===== config.mk =====
export PLATFORM = sky130hd
export DESIGN_NAME = gate_exerciser
export DESIGN_NICKNAME = d
export VERILOG_FILES = /design/src/rtl/gate_exerciser.sv
export SDC_FILE = /design/constraint.sdc
export NUM_CORES = 1
export LEC_CHECK = 0
export CORE_MARGIN = 8
export CORE_UTILIZATION = 53
export DETAILED_ROUTE_END_ITERATION = 12
export GPL_TIMING_DRIVEN = 0
export PLACE_DENSITY = 0.82
export SYNTH_ARGS = -nofsm -noshare
export SYNTH_HDL_FRONTEND = slang
export SYNTH_SLANG_ARGS = --single-unit

===== constraint.sdc =====
create_clock -name clk -period 3.4 [get_ports clk]
set_input_delay 0.85 -clock clk [delete_from_list [all_inputs] [get_ports clk]]
set_output_delay 0.85 -clock clk [all_outputs]
set_load 0.03 [all_outputs]

===== src/rtl/gate_exerciser.sv =====
// gate_exerciser: initiator-side driver and checker for a two-input bitwise
// AND gate. Sweeps every {a,b} operand pair, holds each for SETTLE cycles,
// samples the gate response on the last cycle of the window and counts
// mismatches against a & b in a saturating counter.
//
// Optional build macro GATE_EXERCISER_FIRST_FAIL_EN adds fail_vld/fail_idx/
// fail_rsp, which capture the first mismatching vector of a sweep.
module gate_exerciser #(
  parameter int WIDTH  = 1,
  parameter int SETTLE = 1,
  parameter int ERR_W  = 8
) (
  input  logic                 clk,
  input  logic                 rst,
  input  logic                 start,
  output logic                 busy,
  output logic                 done,
  output logic                 pass,
  output logic [ERR_W-1:0]     err_cnt,
  output logic [2*WIDTH-1:0]   vec_idx,
  output logic [WIDTH-1:0]     drv_a,
  output logic [WIDTH-1:0]     drv_b,
  input  logic [WIDTH-1:0]     rsp
`ifdef GATE_EXERCISER_FIRST_FAIL_EN
  ,
  output logic                 fail_vld,
  output logic [2*WIDTH-1:0]   fail_idx,
  output logic [WIDTH-1:0]     fail_rsp
`endif
);

  typedef enum logic [1:0] {
    S_IDLE  = 2'd0,
    S_DRIVE = 2'd1,
    S_DONE  = 2'd2
  } state_t;

  localparam int IDX_W = 2 * WIDTH;
  localparam int CNT_W = (SETTLE > 1) ? $clog2(SETTLE) : 1;

  localparam logic [IDX_W-1:0] IDX_LAST = '1;
  localparam logic [IDX_W-1:0] IDX_ONE  = IDX_W'(1);
  localparam logic [ERR_W-1:0] ERR_MAX  = '1;
  localparam logic [ERR_W-1:0] ERR_ONE  = ERR_W'(1);
  localparam logic [CNT_W-1:0] CNT_LAST = CNT_W'(SETTLE - 1);
  localparam logic [CNT_W-1:0] CNT_ONE  = CNT_W'(1);

  state_t           state_q;
  logic             busy_q;
  logic             done_q;
  logic             pass_q;
  logic [ERR_W-1:0] err_q;
  logic [IDX_W-1:0] idx_q;
  logic [WIDTH-1:0] drv_a_q;
  logic [WIDTH-1:0] drv_b_q;
  logic [CNT_W-1:0] cnt_q;

  logic             window_end;
  logic             mismatch;
  logic [ERR_W-1:0] err_d;
  logic [IDX_W-1:0] idx_d;

`ifdef GATE_EXERCISER_FIRST_FAIL_EN
  logic             fail_vld_q;
  logic [IDX_W-1:0] fail_idx_q;
  logic [WIDTH-1:0] fail_rsp_q;
`endif

  // Compare at the last cycle of each settle window; build next error count and index.
  always_comb begin
    // NOTE: every always_comb output gets a default first so no path can infer a latch.
    window_end = 1'b0;
    mismatch   = 1'b0;
    err_d      = err_q;
    idx_d      = idx_q + IDX_ONE;
    if (state_q == S_DRIVE && cnt_q == CNT_LAST) begin
      window_end = 1'b1;
      mismatch   = (rsp != (drv_a_q & drv_b_q));
    end
    if (mismatch && err_q != ERR_MAX) begin
      err_d = err_q + ERR_ONE;
    end
  end

  // Sweep controller: state, operand drive, settle timing and result flags.
  always_ff @(posedge clk) begin
    // NOTE: sequential state uses non-blocking assignments so all registers update together at the edge.
    if (rst) begin
      state_q <= S_IDLE;
      busy_q  <= 1'b0;
      done_q  <= 1'b0;
      pass_q  <= 1'b0;
      err_q   <= '0;
      idx_q   <= '0;
      drv_a_q <= '0;
      drv_b_q <= '0;
      cnt_q   <= '0;
`ifdef GATE_EXERCISER_FIRST_FAIL_EN
      fail_vld_q <= 1'b0;
      fail_idx_q <= '0;
      fail_rsp_q <= '0;
`endif
    end else begin
      case (state_q)
        S_IDLE, S_DONE: begin
          if (start) begin
            state_q <= S_DRIVE;
            busy_q  <= 1'b1;
            done_q  <= 1'b0;
            pass_q  <= 1'b0;
            err_q   <= '0;
            idx_q   <= '0;
            drv_a_q <= '0;
            drv_b_q <= '0;
            cnt_q   <= '0;
`ifdef GATE_EXERCISER_FIRST_FAIL_EN
            fail_vld_q <= 1'b0;
            fail_idx_q <= '0;
            fail_rsp_q <= '0;
`endif
          end
        end
        S_DRIVE: begin
          err_q <= err_d;
`ifdef GATE_EXERCISER_FIRST_FAIL_EN
          if (mismatch && !fail_vld_q) begin
            fail_vld_q <= 1'b1;
            fail_idx_q <= idx_q;
            fail_rsp_q <= rsp;
          end
`endif
          if (window_end) begin
            cnt_q <= '0;
            if (idx_q == IDX_LAST) begin
              // Last vector: stop without wrapping the index; operands hold.
              state_q <= S_DONE;
              busy_q  <= 1'b0;
              done_q  <= 1'b1;
              pass_q  <= (err_d == '0);
            end else begin
              idx_q   <= idx_d;
              drv_a_q <= idx_d[IDX_W-1:WIDTH];
              drv_b_q <= idx_d[WIDTH-1:0];
            end
          end else begin
            cnt_q <= cnt_q + CNT_ONE;
          end
        end
        default: state_q <= S_IDLE;
      endcase
    end
  end

  assign busy    = busy_q;
  assign done    = done_q;
  assign pass    = pass_q;
  assign err_cnt = err_q;
  assign vec_idx = idx_q;
  assign drv_a   = drv_a_q;
  assign drv_b   = drv_b_q;

`ifdef GATE_EXERCISER_FIRST_FAIL_EN
  assign fail_vld = fail_vld_q;
  assign fail_idx = fail_idx_q;
  assign fail_rsp = fail_rsp_q;
`endif

endmodule

==> summary.md <==
| Metric | Value |
|---|---|
| Pwr Total | 357.1 uW |
| Worst setup EP type | flip-flop |
| Ant. Diodes | 0 |
| Vias/cell | 6.032 |
| Starting DRC count in detailed routing | 37 |
| FFs w/ async S/R, synth | 0% |
| Setup WS post-layout | 0.9550 ns |
| Final setup skew | 0.003365 ns |
| Share of cells above drive strength 1 | 12.03% |
| Worst reg2reg path startpoint | err_cnt[0] |
| Commonest non-fill, non-tap cells in the layout | 18 x clkdlybuf4s50_1, 16 x dfxtp_1, 12 x nor2_1 |
| Num rows | 15 |
| PD cells | 303.0 nW/um^2 |
| Total Routed Length | 2368 um |
| Leading cell type in the layout, fill and taps excluded | clkdlybuf4s50_1 |
| Worst path arrival time | 2.67 ns |
| GRT Residual Overflow | 0 |
| Synth Register Bits | 16 |
| Peak Freq | 409.0 MHz |
| I/O Pins | 19 |
| Chip Height | 58.22 um |
| Status | finished clean |
| Kind of critical path | in -> reg |
| Nets | 142 |
| Synth unique cells | 40 |
| Worst-Margin Slew | 0.5113 ns |
| Leakage | 0.4246 nW |
| CTS tree | done |
| Multi-input combinational cell area | 581.8 sq um |
| Peak VDD IR | 297.7 uV |
| Port-buffer cells | 18 |
| Register area share after synthesis | 33.91% |
| Clock buffer depth | 2 |
| Clock sinks | 16 |
| Total GRT Usage | 14.14% |
| EDFF count, synth | 0 |
| Fillcell total | 140 |
| Die Width | 58.22 um |
| FF/Latch Area | 320.3 sq um |
| Cts bufs inserted | 3 |
| Via count | 953 |
| Synth warn | 0 |
| Post CTS Setup Buffer Count | 0 |
| Worst-skew pair later-pin latency | 0.29 ns |
| Crit path launch | rsp |
| Starting Density | 55.31% |
| Post_cts resized | 0 |
| CTS root buf | clkbuf_4 |
| Largest cells by area after synthesis | dfxtp_1 34%, nand3_1 4.8%, nor2_1 4.8% |
| Post-layout min period | 2.445 ns |
| Gpl congestion | 0.9082 |
| Dpl ws | 0.6683 ns |
| Startpoint types | input port |
| Die area | 3390 sq um |
| CTS H-tree lvls | 1 |
| Drt drc | 0 |
| Avg Cell Area, Syn | 8.434 sq um |
| Largest net degree at the start of global routing | 11 |
| RSZ-0062 raised after global routing | no |
| Mean routed wirelength per cell | 14.99 um |
| Slew Viols, Final | 0 |
| Antenna violations before repair | 0 |
| Antenna-violating nets left | 0 |
| Relative slew margins | 65.92% |
| CTS clock-pin slew for the worst setup and hold paths | 0.09 ns |
| Vias in the first global route | 848 |
| # setup viols final | 0 |
| Synth Cell Area | 944.7 sq um |
| First-pass GRT wire length | 3767 um |
| Top-area cell type share of the netlist area | 33.91% |
| Post-DP HPWL | 1770 um |
| Syn Inst Count | 112 |
| Worst hold path type | reg -> reg |
| Setup TNS | 0 ns |
| Top_reg_cell synth | dfxtp_1 |
| Crit-path max FO | 5 |
| Syn nets | 119 |
| Max-Cap Viols | 0 |
| CTS Hold Bufs | 0 |
| Router iterations before antenna repair | 4 |
| Final Hold Fails | 0 |
| Hold Startpoint | done |
| CP required | 3.62 ns |
| Synth area leader | dfxtp_1 |
| Area grow syn2layout | 24.77% |
| Core area | 1708 sq um |
| Tcrit/Tclk final | 71.91% |
[critical path: stages]
cell and delay [ns]:
clkdlybuf4s50_1 0.51, xor2_1 0.40, o211ai_1 0.23, a2111oi_2 0.41
nand4_1 0.13, o21ai_1 0.14
[sequential cells by signal, summed over array words and instances (netlist names)]
| name | flops |
|---|---|
| busy | 1 |
| cnt_q | 1 |
| done | 1 |
| drv_b | 1 |
| err_cnt | 8 |
| pass | 1 |
| state_q | 2 |
| vec_idx | 1 |
[where the power goes]
part           total, mW  leakage, nW  switching, mW  internal (mW)
Combinational     0.0584        0.281         0.0347         0.0237
Sequential         0.197        0.130        0.00569          0.192
Clock              0.102       0.0138         0.0603         0.0413
[kinds of logic after synthesis]
kind of cell	count (synthesis)	share of synthesized area, %
AO/OA/AOI/OAI	23	18.28
buffers and inverters	8	4.502
adder cells (fa/ha/maj)	3	3.974
flip-flops	16	33.91
AND/OR/NAND/NOR	56	33.24
XOR/XNOR	2	1.855
multiplexers	4	4.239
[synthesized netlist by cell type (all sizes together) (3+ instances only)]
cell type,number
nand2,6
o211ai,3
clkbuf,3
o21ai,3
ha,3
buf,4
and3,3
dfxtp,16
nand4,5
nor3,3
nand2b,4
nand3,9
a21oi,7
mux2i,4
nor4,4
nor2,13
[metal layers]
layer  GRT usage [%]  part of all wire (%)
met4           8.392                   2.9
met5               0                     0
met2           22.29                    46
met1           17.62                    43
met3           2.208                   7.8
[final timing paths]
check	to	slack [ns]	cells after the start
setup / recovery	pass	0.96	6
hold reg to reg	done	0.46	2
hold / removal	done	0.46	2
setup reg to reg	pass	1.25	7
[per-stage QoR]
stage               hold WS [ns]  cell area (sq um)  utilization (%)  instances
floorplan                 0.5031              944.7                -        112
global placement          0.4469               1156            67.69        155
detailed placement        0.4477               1156            67.69        155
global route              0.4969               1179            69.01        158
CTS                       0.4602               1179            69.01        158
finish                    0.4578               1179            69.01        158
[layout make-up]
type,instances,area share (%)
Timing Repair Buffer,18,15.29
Buffer,7,3.291
Tap cell,25,2.654
Inverter,1,0.3185
Multi-Input combinational cell,88,49.36
Clock buffer,3,1.911
Sequential cell,16,27.18
Note: power is estimated with default switching activity, not from simulation.
